[src/rtl/op_serializer_if.sv]
// Handshake and serial-line bundle between the op encoder and op_serializer.
// The encoder side drives the packet and its valid level; the serializer drives the rest.
interface op_serializer_if;
  logic [39:0] data;
  logic        data_valid;
  logic        data_taken;
  logic        busy;
  logic        serial_out;

  modport master (
    output data,
    output data_valid,
    input  data_taken,
    input  busy,
    input  serial_out
  );

  modport slave (
    input  data,
    input  data_valid,
    output data_taken,
    output busy,
    output serial_out
  );
endinterface

[src/rtl/op_serializer.sv]
// Serializes one 40-bit op packet MSB first onto a single idle-high wire,
// framed by a one-bit-time start bit and a GAP_BITS idle gap.
module op_serializer #(
  parameter int unsigned BIT_CYCLES = 4,
  parameter int unsigned GAP_BITS   = 2
) (
  input  logic            clk,
  input  logic            rst_n,
  op_serializer_if.slave  bus
);

  localparam int unsigned CW = (BIT_CYCLES > 1) ? $clog2(BIT_CYCLES) : 1;
  localparam logic [CW-1:0] CYC_LAST = CW'(BIT_CYCLES - 1);
  localparam logic [5:0]    BIT_LAST = 6'd39;
  localparam logic [5:0]    GAP_LAST = 6'(GAP_BITS - 1);

  typedef enum logic [1:0] {
    IDLE,
    START,
    DATA,
    GAP
  } state_e;

  state_e          state_q, state_d;
  logic [39:0]     sreg_q,  sreg_d;
  logic [CW-1:0]   cyc_q,   cyc_d;
  logic [5:0]      bit_q,   bit_d;
  logic            taken_q, taken_d;
  logic            busy_q,  busy_d;
  logic            sout_q,  sout_d;
  logic            boundary;

  always_ff @(posedge clk or negedge rst_n) begin
    if (!rst_n) begin
      state_q <= IDLE;
      sreg_q  <= '0;
      cyc_q   <= '0;
      bit_q   <= '0;
      taken_q <= 1'b0;
      busy_q  <= 1'b0;
      sout_q  <= 1'b1;
    end else begin
      state_q <= state_d;
      sreg_q  <= sreg_d;
      cyc_q   <= cyc_d;
      bit_q   <= bit_d;
      taken_q <= taken_d;
      busy_q  <= busy_d;
      sout_q  <= sout_d;
    end
  end

  always_comb begin
    state_d  = state_q;
    sreg_d   = sreg_q;
    cyc_d    = cyc_q;
    bit_d    = bit_q;
    taken_d  = 1'b0;
    boundary = (cyc_q == CYC_LAST);

    if (state_q != IDLE) begin
      cyc_d = boundary ? '0 : cyc_q + 1'b1;
    end

    case (state_q)
      IDLE: begin
        // Packet is frozen here; data is never looked at outside this edge.
        if (bus.data_valid) begin
          state_d = START;
          sreg_d  = bus.data;
          cyc_d   = '0;
          bit_d   = '0;
          taken_d = 1'b1;
        end
      end
      START: begin
        if (boundary) begin
          state_d = DATA;
          bit_d   = '0;
        end
      end
      DATA: begin
        if (boundary) begin
          sreg_d = {sreg_q[38:0], 1'b0};
          if (bit_q == BIT_LAST) begin
            state_d = GAP;
            bit_d   = '0;
          end else begin
            bit_d = bit_q + 1'b1;
          end
        end
      end
      GAP: begin
        if (boundary) begin
          if (bit_q == GAP_LAST) begin
            state_d = IDLE;
            bit_d   = '0;
          end else begin
            bit_d = bit_q + 1'b1;
          end
        end
      end
      default: begin
        state_d = IDLE;
        cyc_d   = '0;
        bit_d   = '0;
      end
    endcase

    // Outputs are decoded from next state so they land in flops aligned with it.
    busy_d = (state_d != IDLE);
    case (state_d)
      START:   sout_d = 1'b0;
      DATA:    sout_d = sreg_d[39];
      default: sout_d = 1'b1;
    endcase
  end

  assign bus.data_taken = taken_q;
  assign bus.busy       = busy_q;
  assign bus.serial_out = sout_q;

endmodule
[src/flat_wrapper.sv]
// flat-port wrapper written by rule: the top's interface ports become plain ports
module op_serializer_flat 
#(
  parameter int unsigned BIT_CYCLES = 4,
  parameter int unsigned GAP_BITS   = 2
)
  (clk, rst_n, bus_data, bus_data_valid, bus_data_taken, bus_busy, bus_serial_out);
  op_serializer_if bus_i ();
  input  logic clk;
  input  logic rst_n;
  input wire logic [$bits(bus_i.data)-1:0] bus_data;
  input wire logic [$bits(bus_i.data_valid)-1:0] bus_data_valid;
  output wire logic [$bits(bus_i.data_taken)-1:0] bus_data_taken;
  output wire logic [$bits(bus_i.busy)-1:0] bus_busy;
  output wire logic [$bits(bus_i.serial_out)-1:0] bus_serial_out;
  assign bus_i.data = bus_data;
  assign bus_i.data_valid = bus_data_valid;
  assign bus_data_taken = bus_i.data_taken;
  assign bus_busy = bus_i.busy;
  assign bus_serial_out = bus_i.serial_out;
  op_serializer #(.BIT_CYCLES(BIT_CYCLES), .GAP_BITS(GAP_BITS)) u_core (.clk(clk), .rst_n(rst_n), .bus(bus_i));
endmodule
[config.mk]
export PLATFORM = sky130hd
export DESIGN_NAME = op_serializer_flat
export DESIGN_NICKNAME = d
export VERILOG_FILES = /design/src/rtl/op_serializer_if.sv /design/src/rtl/op_serializer.sv /design/src/flat_wrapper.sv
export SDC_FILE = /design/constraint.sdc
export NUM_CORES = 1
export LEC_CHECK = 0
export CAP_MARGIN = 20
export CORE_MARGIN = 2
export CORE_UTILIZATION = 55
export DETAILED_ROUTE_END_ITERATION = 6
export PLACE_DENSITY = 0.89
export SYNTH_ARGS = -nofsm -noshare
export SYNTH_HDL_FRONTEND = slang
export SYNTH_SLANG_ARGS = --single-unit
[constraint.sdc]
create_clock -name clk -period 6 [get_ports clk]
set_clock_uncertainty 0.2 [all_clocks]
set_input_delay 0.6 -clock clk [delete_from_list [all_inputs] [get_ports clk]]
set_output_delay 0.6 -clock clk [all_outputs]
set_load 0.01 [all_outputs]
==> results of run 1 <==
## flip-flops by register name (all words and copies together), names as in the netlist
signal                 flops
u_core.cyc_q               2
u_core.bit_q               6
u_core.sreg_q             40
u_core.bus.busy            1
u_core.state_q             2
u_core.bus.serial_out      1
u_core.bus.data_taken      1
## path summary, 6_finish.rpt
kind,startpoint,cells past startpoint,endpoint
min,rst_n,2,u_core.sreg_q[18]
min reg2reg,u_core.sreg_q[33],2,u_core.sreg_q[33]
max reg2reg,u_core.cyc_q[0],7,u_core.sreg_q[34]
min in group clk,u_core.sreg_q[33],2,u_core.sreg_q[33]
max in group asynchronous,rst_n,2,u_core.sreg_q[29]
max,bus_data_valid,7,u_core.sreg_q[34]
## cell type report
type,instances,area [sq um]
clock buffer,5,68.8
clock inverter,3,21.3
timing repair buffer,49,475
sequential,53,1330
multi-input combinational,173,993
inverter,3,11.3
fill,349,1330
tap,52,65.1
## metrics by stage
| stage | cell area (sq um) | worst slack (ns) | cells | total power (uW) |
|---|---|---|---|---|
| finish | 2960 | 3.46 | 338 | 1240 |
| global route | 2960 | 3.31 | 338 | 1340 |
| floorplan | 2410 | 4.08 | 245 | 914 |
| detailed placement | 2870 | 3.15 | 330 | 1040 |
| global placement | 2870 | 3.21 | 330 | 1010 |
| CTS | 2960 | 3.48 | 338 | 1240 |
## cell families (layout without fill, tap and decap cells)
group                    count (synthesis)  in the layout  share of synthesized area, %
AND/OR/NAND/NOR                        108            108                          20.6
AO/OA/AOI/OAI                           59             59                          17.7
flip-flops                              53             53                          55.1
buffers and inverters                   19             60                          3.79
adder cells (fa/ha/maj)                  3              3                          1.56
multiplexers                             2              2                         0.883
XOR/XNOR                                 1              1                         0.364
## power groups by stage
stage	clock network (uW)	logic, uW	registers (uW)
floorplan	0	325	590
global placement	0	381	625
detailed placement	0	408	632
CTS	208	410	627
global route	224	466	648
finish	206	404	628
## routing by layer
layer / GRT usage [%] / routed length (um) / up-vias
met3: 3.61 / 197 / 7
met4: 11.1 / 90 / 0
met2: 34.2 / 2520 / 48
li1: - / - / 931
met1: 31.7 / 2230 / 907
met5: 0 / 0 / -
## cells in the final DEF (no fill, tap or decap), types with 3 or more instances in the layout
cell | netlist | routed
inv_1 | 3 | 3
buf_4 | 1 | 4
nand2_1 | 83 | 83
a22oi_1 | 38 | 38
o21ai_1 | 3 | 3
dfrtp_1 | 52 | 52
o31ai_1 | 3 | 3
clkbuf_8 | 0 | 5
clkdlybuf4s50_1 | 0 | 44
nand3_1 | 5 | 5
o21ai_0 | 5 | 5
ha_1 | 3 | 3
## worst max-delay path, cell delays in order
cell and delay, ns:
clkdlybuf4s50_1 0.50, nor3b_4 0.19, buf_4 0.28, nor2_2 0.46, buf_4 0.37, nand2_1 0.10
nand2_1 0.07
==> results by group, run 1 <==
Outcome
  • Status: finished, final reports clean

Final layout
  • Final net count: approximately 330
  • Post-synthesis to final-layout area growth: 22.9%
  • Number of antenna cells inserted: 0
  • Share of the core filled with cells: 69.0%
  • Fraction of final layout cells sized beyond drive strength 1: 6.64%

Clock network
  • Root buffer cell: clkbuf_8
  • CTS clock-pin slew for the worst setup and hold paths: about 0.10 ns
  • Clock tree from TritonCTS: built
  • Cts repair resizes: 0
  • Buffer levels on the longest clock path: 2
  • Later-pin clock latency in the skew report: 0.32 ns
  • Level count of the clock H-tree: 2
  • Number of hold-repair buffers added at the cts stage: 0
  • Number of buffers created by CTS: 5
  • Number of setup buffers added after CTS: 0
  • CTS Sinks: 53

Timing
  • Setup Viol. Count Final: 0
  • Max-slew violation count: 0
  • Total negative slack for setup checks: 0 ns
  • Post-route clock period utilization: between 40 and 50%
  • Hold Fails Final Rpt: 0
  • Slew Limit Headroom: 57.0%
  • RSZ-0062 raised after global routing: no
  • Highest achievable clock rate: 394 MHz
  • Period minus WS final: 2.54 ns
  • Worst slew pin tran: 0.645 ns
  • Hold Slack: 0.191 ns

Global route
  • Number of antenna violations at the first check in global routing: 0
  • Combined global-route utilization of all metal layers: 22.5%
  • First-pass GRT wire length: approximately 8600 um
  • Pin count of the biggest net entering global routing: 54
  • Total global routing overflow: 0
  • Number of global-route vias before repair: ~1800

Worst setup path
  • R2R setup slack: ~3.5 ns
  • Crit end category: flip-flop
  • Req. time, crit path: 6.05 ns
  • Startpoint-to-endpoint class of the critical path: primary input to flip-flop
  • Maximum net fanout on the critical path: 42
  • Arrival time worst endpoint: 2.59 ns
  • Sort of element at the start of the critical path: primary input

Power
  • Leakage dissipation: about 0.0014 uW
  • Sequential share of power: roughly half
  • Internal power component: 778 uW
  • Clock share of power: between 10% and 20%
  • Power per Cell Area: 418 nW/um^2
  • Net switching fraction of the power: a little under two fifths
  • Part of the power in combinational logic: 32.6%
  • Peak supply drop: 0.248 mV
  • Net switching power of the design: 460 uW

Drt
  • Vias per std cell: 5.60
  • Iteration count of the initial detailed-routing pass: 5
  • ANT nets after route: 0
  • Drt drc: 0
  • Detailed-route wire length per cell: 14.9 um
  • Vias: 1893
  • First-iteration detailed-routing DRC count: 237
  • Final wirelength: 5040 um

Logic synthesis
  • Top_reg_cell synth: dfrtp_1
  • Synth unique cells: 38
  • Gate Count Post-Synth: 245
  • Most common library cells after synthesis: nand2_1, dfrtp_1, a22oi_1
  • Number of synthesized register bits: 53
  • Syn Std Cell Area: 2410 sq um
  • Share of async-settable or async-resettable flops after synthesis: 100%
  • Fraction of synthesized cell area taken by the top area cell type: between 50% and 60%
  • Cells taking the most area after synthesis: dfrtp_1, nand2_1, a22oi_1
  • Cell with the most instances after synthesis: nand2_1
  • Per-instance average area after synthesis: 9.84 sq um
  • Seq/Total Area, Yosys: 55.1%
  • Post-synthesis cell type with the largest combined area: dfrtp_1
  • Warnings from Yosys: 0
  • Count of flip-flops with a built-in enable after synthesis: 0
  • Syn Nets: 291

Placed design
  • RePlAce Congestion: 0.849
  • Sum of net half-perimeters after detailed placement: 3360 um
  • Number of I/O port buffers: 45

Worst hold path
  • Path class of the lowest-slack min-delay path: primary input to asynchronous set/reset pin

Floorplanning
  • Number of ports placed on the die boundary: 46
  • Die width: 70.2 um
  • Core area: 4290 sq um
  • Vertical die dimension: between 70 and 80 um
  • Total die area: between 4000 and 5000 sq um
  • Standard-cell row count: 24
  • Initial core utilization: 56.1%

Run
  • Max-cap violations: 0
Note: power is estimated with default switching activity, not from simulation.
==> run 2: changes to the inputs <==
--- a/config.mk
+++ b/config.mk
@@ -7,9 +7,9 @@
 export LEC_CHECK = 0
 export CAP_MARGIN = 20
 export CORE_MARGIN = 2
-export CORE_UTILIZATION = 55
+export CORE_UTILIZATION = 46
 export DETAILED_ROUTE_END_ITERATION = 6
-export PLACE_DENSITY = 0.89
+export PLACE_DENSITY = 0.8
 export SYNTH_ARGS = -nofsm -noshare
 export SYNTH_HDL_FRONTEND = slang
 export SYNTH_SLANG_ARGS = --single-unit
==> constraint.sdc (replaced) <==
create_clock -name clk -period 2.15 [get_ports clk]
set_clock_uncertainty 0.2 [all_clocks]
set_input_delay 0.215 -clock clk [delete_from_list [all_inputs] [get_ports clk]]
set_output_delay 0.215 -clock clk [all_outputs]
set_load 0.01 [all_outputs]
==> run 2 against run 1 <==
Against the previous run:
- design area up 4.8%
- register-to-register slack worse by 3.4 ns
- hold slack improved by 0.042 ns
- non-clock buffer count rose by 8
- global-route usage decreased by 3.2 points
- critical path type is now flip-flop to flip-flop
- largest power group unchanged
- highest routed layer unchanged
==> results by group, run 2 (same netlist as run 1, synthesis figures left out) <==
Outcome
  • Status: finished, final reports clean

Power
  • Peak supply drop: 0.496 mV
  • Power per Cell Area: 1170 nW/um^2
  • Part of the power in combinational logic: a little over a third
  • Net switching power of the design: 1330 uW
  • Internal power component: between 2000 and 2500 uW
  • Clock share of power: 16.3%
  • Sequential share of power: 47.3%
  • Leakage dissipation: 0.00145 uW
  • Net switching fraction of the power: between 30 and 40%

Clock network
  • Buffer levels on the longest clock path: 2
  • Number of buffers created by CTS: 5
  • Level count of the clock H-tree: 2
  • Later-pin clock latency in the skew report: 0.31 ns
  • CTS Sinks: 53
  • CTS clock-pin slew for the worst setup and hold paths: 0.09 ns
  • Clock tree from TritonCTS: built
  • Root buffer cell: clkbuf_8
  • Number of setup buffers added after CTS: 0

Drt
  • First-iteration detailed-routing DRC count: 168
  • M1 WL: 2420 um
  • Iteration count of the initial detailed-routing pass: 5
  • Wire length on met3: 239 um
  • Vias: about 2000
  • Final wirelength: 5310 um
  • Drt drc: 0
  • Met2 wire length: 2550 um
  • Max Used Layer: met4
  • Vias per std cell: 5.45
  • Detailed-route wire length per cell: 14.6 um
  • ANT nets after route: 0

Final layout
  • Largest register FFs: 40
  • Post-synthesis to final-layout area growth: 28.8%
  • Number of filler cells placed in the layout: 435
  • Top reg by flops: u_core.sreg_q
  • Commonest non-fill, non-tap cells in the layout: nand2_1, dfrtp_1, clkdlybuf4s50_1
  • Commonest non-fill, non-tap cell in the layout: nand2_1
  • Largest registers ranked by flip-flop count: u_core.sreg_q x40, u_core.bit_q x6
  • Fraction of final layout cells sized beyond drive strength 1: 9.86%
  • Number of antenna cells inserted: 0
  • Share of the core filled with cells: 61.2%
  • Final net count: around 340

Floorplanning
  • Vertical die dimension: between 70 and 80 um
  • Standard-cell row count: 26
  • Total die area: 5830 sq um
  • Die width: 76.4 um
  • Core area: ~5000 sq um
  • Initial core utilization: 47.5%
  • Number of ports placed on the die boundary: 46

Timing
  • Period minus WS final: 2.05 ns
  • Setup Viol. Count Final: 0
  • Worst slew pin tran: 0.598 ns
  • Highest achievable clock rate: 488 MHz
  • Post-route clock period utilization: a little over nine tenths
  • Hold Slack: roughly 0.23 ns
  • Slew Limit Headroom: roughly 60%
  • Total negative slack for setup checks: 0 ns
  • Final worst-path setup slack: 0.102 ns
  • Hold Fails Final Rpt: 0
  • Max-slew violation count: 0

Worst setup path
  • R2R setup slack: between 0.1 and 0.15 ns
  • Sort of element at the start of the critical path: flip-flop
  • Critical register-to-register path endpoint: u_core.bus.serial_out
  • Start point of the critical path: u_core.cyc_q[0]
  • Arrival time worst endpoint: 2.09 ns
  • Worst flop-to-flop path startpoint: u_core.cyc_q[0]
  • Maximum net fanout on the critical path: 9
  • Register-to-Register Path Depth: 6
  • Req. time, crit path: 2.19 ns
  • Crit end category: flip-flop
  • Startpoint-to-endpoint class of the critical path: flip-flop to flip-flop

Global route
  • Total global routing overflow: 0
  • First-pass GRT wire length: 9070 um
  • Combined global-route utilization of all metal layers: 19.3%
  • Number of global-route vias before repair: 1935
  • Number of antenna violations at the first check in global routing: 0
  • Pin count of the biggest net entering global routing: 41

Run
  • Max-cap violations: 0

Placed design
  • Number of I/O port buffers: 45
  • RePlAce Congestion: 0.800
  • Placement-stage worst setup slack: -0.0203 ns
  • Sum of net half-perimeters after detailed placement: 3430 um

Worst hold path
  • Path class of the lowest-slack min-delay path: primary input to asynchronous set/reset pin
-- run 2: worst max-delay path by stage --
stage               cells after the start               endpoint  slack (ns)
global route                            6  u_core.bus.serial_out       -0.04
floorplan                               6  u_core.bus.serial_out        0.23
global placement                        6       u_core.sreg_q[4]        0.03
finish                                  6  u_core.bus.serial_out        0.10
detailed placement                      6      u_core.sreg_q[33]       -0.02
CTS                                     6  u_core.bus.serial_out        0.02
-- run 2: layer usage --
metal  global-route usage, %  vias up
met1                    26.8      978
met2                    29.5       49
met4                    7.64        0
met5                       0        -
li1                        -      945
met3                    4.62       10
-- run 2: layout make-up --
cell class              count  area [sq um]  area share (%)
well taps                  70          87.6            2.82
multi-input cells         173          1030            33.2
inverters                   3          11.3           0.363
clock buffers               6          82.6            2.66
clock inverters             2          13.8           0.443
repair buffers             57           551            17.7
flip-flops and latches     53          1330            42.8
-- run 2: critical path, stage by stage, from the launching register on --
cell and delay, ns:
dfrtp_1 0.40, ha_2 0.19, buf_4 0.16, nor3b_4 0.30
nand2_1 0.15, a31oi_4 0.23, mux2_2 0.36
-- run 2: power groups by stage --
stage	Sequential, uW	Combinational, uW	Clock [uW]
detailed placement	1710	1260	0
floorplan	1650	906	0
CTS	1700	1270	603
global placement	1710	1200	0
global route	1760	1530	638
finish	1710	1320	589
-- run 2: repair_timing --
item | 4_1_cts | 5_1_grt
gates resized for setup | 1 | 5
pin swaps | 0 | 1
endpoints found under the setup margin | 3 | 4
cloned | 0 | 0
hold buffers | 1 | 0
endpoints found under the hold margin | 53 | 0
-- run 2: per-stage QoR --
step | total power, uW | instance area, sq um | std cells
2_1_floorplan | 2550 | 2410 | 245
3_3_place_gp | 2900 | 2960 | 355
3_5_place_dp | 2970 | 2960 | 355
4_1_cts | 3570 | 3070 | 364
5_1_grt | 3930 | 3100 | 364
6_report | 3620 | 3100 | 364
